$ cat src/rtl/v_calc_seq.sv
`default_nettype none
// ============================================================================
// Module      : v_calc_seq
// Description : Sequential calculator. Synchronises and edge-detects five
//               push-buttons, latches operands A/B, performs add, absolute
//               difference and multiply in one cycle, and divide/modulo over
//               W cycles using a restoring divider. The registered result is
//               saturated to DMAX for the 4-digit seven-segment display.
// Revision    : 1.0 - initial release
// ============================================================================
module v_calc_seq #(
    parameter int W    = 7,
    parameter int RW   = 14,
    parameter int DMAX = 9999
) (
    input  logic          clk,
    input  logic          rst,
    input  logic [W:0]    sw,
    input  logic [4:0]    btn,
    output logic [RW-1:0] result,
    output logic [W-1:0]  rem,
    output logic          busy,
    output logic          done,
    output logic          err
);

    localparam int              c_CW       = $clog2(W + 1);
    localparam logic [1:0]      c_IDLE     = 2'd0;
    localparam logic [1:0]      c_DIV      = 2'd1;
    localparam logic [1:0]      c_DONE     = 2'd2;
    localparam logic [RW-1:0]   c_DMAX     = RW'(DMAX);
    localparam logic [c_CW-1:0] c_CNT_INIT = c_CW'(W);
    localparam logic [c_CW-1:0] c_CNT_LAST = c_CW'(1);

    // Button synchroniser and previous-value registers
    logic [4:0] s1_q, s1_d;
    logic [4:0] s2_q, s2_d;
    logic [4:0] p_q,  p_d;

    // Operand, divider and output registers
    logic [W-1:0]    a_q, a_d;
    logic [W-1:0]    b_q, b_d;
    logic [W-1:0]    dq_q, dq_d;      // dividend shifting out, quotient shifting in
    logic [W-1:0]    dr_q, dr_d;      // partial remainder
    logic [W-1:0]    dd_q, dd_d;      // divisor snapshot
    logic [c_CW-1:0] cnt_q, cnt_d;
    logic [1:0]      state_q, state_d;
    logic [RW-1:0]   result_q, result_d;
    logic [W-1:0]    rem_q, rem_d;
    logic            busy_q, busy_d;
    logic            done_q, done_d;
    logic            err_q, err_d;

    // Combinational helpers
    logic [4:0]     w_edge;
    logic [4:0]     w_sel;
    logic [W:0]     w_sum;
    logic [W-1:0]   w_diff;
    logic [2*W-1:0] w_prod;
    logic [RW-1:0]  w_op_val;
    logic [W:0]     w_shift;
    logic           w_ge;
    logic [W-1:0]   w_sub;

    // Button path: two-stage synchroniser followed by previous-value register
    always_comb begin
        s1_d = btn;
        s2_d = s1_q;
        p_d  = s2_q;
    end

    // Rising-edge detect; keep only the lowest-index edge when several coincide
    always_comb begin
        w_edge = s2_q & ~p_q;
        w_sel  = w_edge & (~w_edge + 5'd1);
    end

    // Single-cycle arithmetic, zero-extended to the result width
    always_comb begin
        w_sum    = {1'b0, a_q} + {1'b0, b_q};
        w_diff   = (a_q >= b_q) ? (a_q - b_q) : (b_q - a_q);
        w_prod   = (2*W)'(a_q) * (2*W)'(b_q);
        w_op_val = '0;
        if (w_sel[1]) begin
            w_op_val = RW'(w_sum);
        end else if (w_sel[2]) begin
            w_op_val = RW'(w_diff);
        end else if (w_sel[3]) begin
            w_op_val = RW'(w_prod);
        end
    end

    // One restoring shift-subtract step; the difference is taken modulo 2^W
    // since it is only kept when it is smaller than the divisor
    always_comb begin
        w_shift = {dr_q, dq_q[W-1]};
        w_ge    = (w_shift >= {1'b0, dd_q});
        w_sub   = w_shift[W-1:0] - dd_q;
    end

    // Control FSM: operand loads, single-cycle ops and divider sequencing
    always_comb begin
        a_d      = a_q;
        b_d      = b_q;
        dq_d     = dq_q;
        dr_d     = dr_q;
        dd_d     = dd_q;
        cnt_d    = cnt_q;
        state_d  = state_q;
        result_d = result_q;
        rem_d    = rem_q;
        busy_d   = busy_q;
        err_d    = err_q;
        done_d   = 1'b0;

        case (state_q)
            c_IDLE: begin
                if (w_sel[0]) begin
                    if (sw[W]) begin
                        b_d = sw[W-1:0];
                    end else begin
                        a_d = sw[W-1:0];
                    end
                end else if (w_sel[1] || w_sel[2] || w_sel[3]) begin
                    rem_d  = '0;
                    done_d = 1'b1;
                    if (w_op_val > c_DMAX) begin
                        result_d = c_DMAX;
                        err_d    = 1'b1;
                    end else begin
                        result_d = w_op_val;
                        err_d    = 1'b0;
                    end
                end else if (w_sel[4]) begin
                    if (b_q == '0) begin
                        result_d = '0;
                        rem_d    = '0;
                        err_d    = 1'b1;
                        done_d   = 1'b1;
                    end else begin
                        dq_d    = a_q;
                        dr_d    = '0;
                        dd_d    = b_q;
                        cnt_d   = c_CNT_INIT;
                        busy_d  = 1'b1;
                        err_d   = 1'b0;
                        state_d = c_DIV;
                    end
                end
            end
            c_DIV: begin
                dr_d  = w_ge ? w_sub : w_shift[W-1:0];
                dq_d  = {dq_q[W-2:0], w_ge};
                cnt_d = cnt_q - c_CNT_LAST;
                if (cnt_q == c_CNT_LAST) begin
                    state_d = c_DONE;
                end
            end
            c_DONE: begin
                result_d = RW'(dq_q);
                rem_d    = dr_q;
                busy_d   = 1'b0;
                done_d   = 1'b1;
                state_d  = c_IDLE;
            end
            default: begin
                state_d = c_IDLE;
                busy_d  = 1'b0;
            end
        endcase
    end

    // State registers with synchronous active-high reset
    always_ff @(posedge clk) begin
        if (rst) begin
            s1_q     <= '0;
            s2_q     <= '0;
            p_q      <= '0;
            a_q      <= '0;
            b_q      <= '0;
            dq_q     <= '0;
            dr_q     <= '0;
            dd_q     <= '0;
            cnt_q    <= '0;
            state_q  <= c_IDLE;
            result_q <= '0;
            rem_q    <= '0;
            busy_q   <= 1'b0;
            done_q   <= 1'b0;
            err_q    <= 1'b0;
        end else begin
            s1_q     <= s1_d;
            s2_q     <= s2_d;
            p_q      <= p_d;
            a_q      <= a_d;
            b_q      <= b_d;
            dq_q     <= dq_d;
            dr_q     <= dr_d;
            dd_q     <= dd_d;
            cnt_q    <= cnt_d;
            state_q  <= state_d;
            result_q <= result_d;
            rem_q    <= rem_d;
            busy_q   <= busy_d;
            done_q   <= done_d;
            err_q    <= err_d;
        end
    end

    assign result = result_q;
    assign rem    = rem_q;
    assign busy   = busy_q;
    assign done   = done_q;
    assign err    = err_q;

endmodule
`default_nettype wire

$ cat config.mk
export PLATFORM = sky130hd
export DESIGN_NAME = v_calc_seq
export DESIGN_NICKNAME = d
export VERILOG_FILES = /design/src/rtl/v_calc_seq.sv
export SDC_FILE = /design/constraint.sdc
export NUM_CORES = 1
export LEC_CHECK = 0
export ABC_AREA = 1
export CORE_ASPECT_RATIO = 1.2
export CORE_MARGIN = 8
export CORE_UTILIZATION = 40
export DETAILED_ROUTE_END_ITERATION = 16
export GPL_TIMING_DRIVEN = 0
export HOLD_SLACK_MARGIN = 0.15
export PLACE_DENSITY = 0.66
export SYNTH_ARGS = -nofsm -noshare
export SYNTH_HDL_FRONTEND = slang
export SYNTH_SLANG_ARGS = --single-unit
export TNS_END_PERCENT = 50
$ cat constraint.sdc
create_clock -name clk -period 5.11 [get_ports clk]
set_input_delay 0.7665 -clock clk [delete_from_list [all_inputs] [get_ports clk]]
set_output_delay 0.7665 -clock clk [all_outputs]
set_load 0.01 [all_outputs]
==> run metrics <==
Area after DPL=6970 um^2; endpoints failing setup=0; die span in x=between 100 and 150 um; Yosys warning total=0; Starting Density=0.407; Largest delay share family, worst path=adder cells; biggest cell delay along the critical path=~530 ps; post-synth cell types=40; Hold Crit Class=register to register; Synth area leaders=dfxtp_1 (25%), nand2_1 (14%), ha_1 (12%), inv_1 (8.9%), fa_1 (8.9%); # DRC=0; final WL=17100 um; Final Core Density=0.479; internal power=0.00117 W; fillers=1582; R2R Path Start=a_q[3]; Die H=154 um; clk buf depth=2; mapped cell area=6330 um^2; Reg power frac=0.391; Final Instance Area=7460 um^2; worst hold path startpoint=s1_q[1]; Yosys reg bits=79; DR vias/cell=4.92; Setup CP Type=register to register; first-pass GRT wire length=27800 um; Yosys top cell area share=0.250; Core Area=approximately 16000 um^2; Cell Rows=50; per-cell routed wire length=14.4 um; Area growth, synth to finish=17.8%; # diodes=0; Gate Count Post-Synth=923; Die Area=20100 um^2; CP Cell Sequence=ha_4 -> fa_1 -> inv_1 -> fa_1 -> inv_1 -> fa_1 -> inv_1 -> fa_1 -> inv_1 -> ha_4 -> a21o_1 -> a21oi_2 -> nand2_1 -> buf_4 -> xor2_4 -> nand3_2 -> nor3_4 -> nand3_1 -> nand2_2 -> buf_6 -> nand3b_1 -> a21oi_2; Max Clock Freq=0.207 GHz; CTS root buf=clkbuf_16; Worst Setup Start Kind=register; initial antenna violation count=0; Reg area=1600 um^2; Worst path slowest cell=fa_1; slew at the pin with the worst max-slew slack=721 ps; PD cells=228 nW/um^2; Worst Setup SP=a_q[3]; Leak=3.77 nW; period utilization=0.943; hpwl dp=around 14000 um; CTS tree=built; vias in the first global route=5572; Antenna Violating Nets Remaining=0; DRT iter0 DRCs=282; status=complete, no violations; Worst-path clk slew=60 ps; clk sinks=79; Crit path arrival time=approximately 5000 ps; Peak VDD IR=248 uV; GRT Total Usage=0.173; final worst path period need=4820 ps; Gate power share=0.223; H-tree Lvls=3; cell taking the most area after synthesis=dfxtp_1; clock share of power=0.386; cts bufs inserted=9; clk_lat worst skew=between 300 and 400 ps; Port Buf Inserts=38; worst path bufs/invs=6; Slew Limit Fails=0; Critical Path End Type=register; Hold Fails Final Rpt=0; largest net degree at the start of global routing=16; Post-Synthesis Net Count=1027; io pins=39; grt ovf=0; placed insts=1169; Syn Area/Cell=6.86 um^2; Multi-input gate area=4020 um^2; worst clock skew=roughly 5.6 ps; P_sw=0.000537 W; switching share of total power=0.315; gpl congestion=0.969; Layout Nets=1080; post-synthesis sequential area ratio=0.250; First-pass DRT Iterations=5; Finished Layout Cells=between 1000 and 1500; CP max FO=6; Vias=between 5000 and 6000; relative slew slack=0.515; Worst Path Required=about 5400 ps; layout cells sized above 1=0.108; max-cap viol count=0
[area by class of cell]
class                      instances  area share
timing repair buffer              45      0.0577
sequential                        79       0.215
multi-input combinational        641       0.539
buffer                            32      0.0287
tap                              208      0.0349
clock buffer                       9      0.0302
inverter                         168      0.0845
clock inverter                     7      0.0106
[worst paths after layout]
path	end	slack, ps	cells past startpoint
hold / removal	p_d[1]	410	2
setup reg to reg	result[4]	290	22
hold reg to reg	p_d[1]	410	2
setup / recovery	result[4]	290	22
[layout by cell type (no fill, tap or decap), types with 11 or more instances in the layout]
master / netlist / final
ha_1: 61 / 58
nand4_1: 12 / 12
nand2_1: 241 / 240
fa_1: 28 / 28
nand2_2: 10 / 11
clkdlybuf4s50_1: 0 / 38
nor2_1: 54 / 54
dfxtp_1: 79 / 68
inv_1: 151 / 151
inv_2: 16 / 16
a21oi_1: 86 / 81
o21ai_0: 40 / 40
clkbuf_1: 23 / 15
nand3_1: 40 / 38
[per-layer routing]
metal	routed length, um	up-vias	track usage
li1	-	3011	-
met1	7240	2698	0.199
met5	0	-	0
met4	551	0	0.0729
met3	541	32	0.0235
met2	8780	106	0.309
[registers in the layout, indices dropped and copies added (netlist names), 3 cells and up]
signal / count
b_q: 7
a_q: 7
p_d: 5
cnt_q: 3
dd_q: 7
s1_q: 5
dq_q: 7
rem: 7
result: 14
dr_q: 7
p_q: 5
[per-stage QoR]
step           TNS (ps)  power [W]  setup WS, ps  hold WS, ps
2_1_floorplan         0   0.000930           354          388
3_3_place_gp      -3290    0.00104          -302          392
3_5_place_dp      -3380    0.00105          -306          400
4_1_cts               0    0.00171         0.828          410
5_1_grt           -40.0    0.00179         -21.2          423
6_report              0    0.00170           289          407
[logic make-up (layout without fill, tap and decap cells)]
family,count (synthesis),count (layout),synth area share
adders and majority gates,89,89,0.209
DFF,79,79,0.250
AOI/OAI and AO/OA,156,156,0.134
and+or+nand+nor,383,383,0.260
xor gates and xnor gates,13,13,0.0180
buffers and inverters,203,261,0.129
[cells in the mapped netlist, drive strengths merged]
cell / number
nand2: 251
nand3: 43
inv: 167
o21a: 1
or2: 2
nand3b: 5
buf: 12
clkinv: 1
fa: 28
xor2: 10
a21oi: 91
nand4: 12
o311ai: 1
a21o: 3
o211ai: 5
ha: 61
a221o: 1
clkbuf: 23
a31oi: 7
nor3: 7
nor4: 3
dfxtp: 79
nor2: 60
xnor2: 3
a22oi: 1
o21ai: 46
[power by group through the flow]
stage                     registers (W)  clock network (W)  logic [W]
after global routing           0.000668           0.000693   0.000424
after detailed placement       0.000677                  0   0.000372
after CTS                      0.000666           0.000668   0.000372
after floorplan                0.000674                  0   0.000255
final                          0.000666           0.000657   0.000380
after global placement         0.000677                  0   0.000367
[worst reg2reg max path, delay by kind of cell (launching register included)]
kind	cells	cell delay (ps)
adder cells (fa/ha/maj)	6	2530
AND/OR/NAND/NOR	6	720
buffers and inverters	6	510
AO/OA/AOI/OAI	3	490
flip-flops	1	360
XOR/XNOR	1	160
[timing repair]
item                       in CTS  in global routing
setup endpoints to repair      14                 14
buffers inserted                0                  6
hold buffers                    0                  0
resized for setup              16                 35
pin swaps                       0                  8
gates cloned                    0                  1
Power figures use the tool's default switching activity.
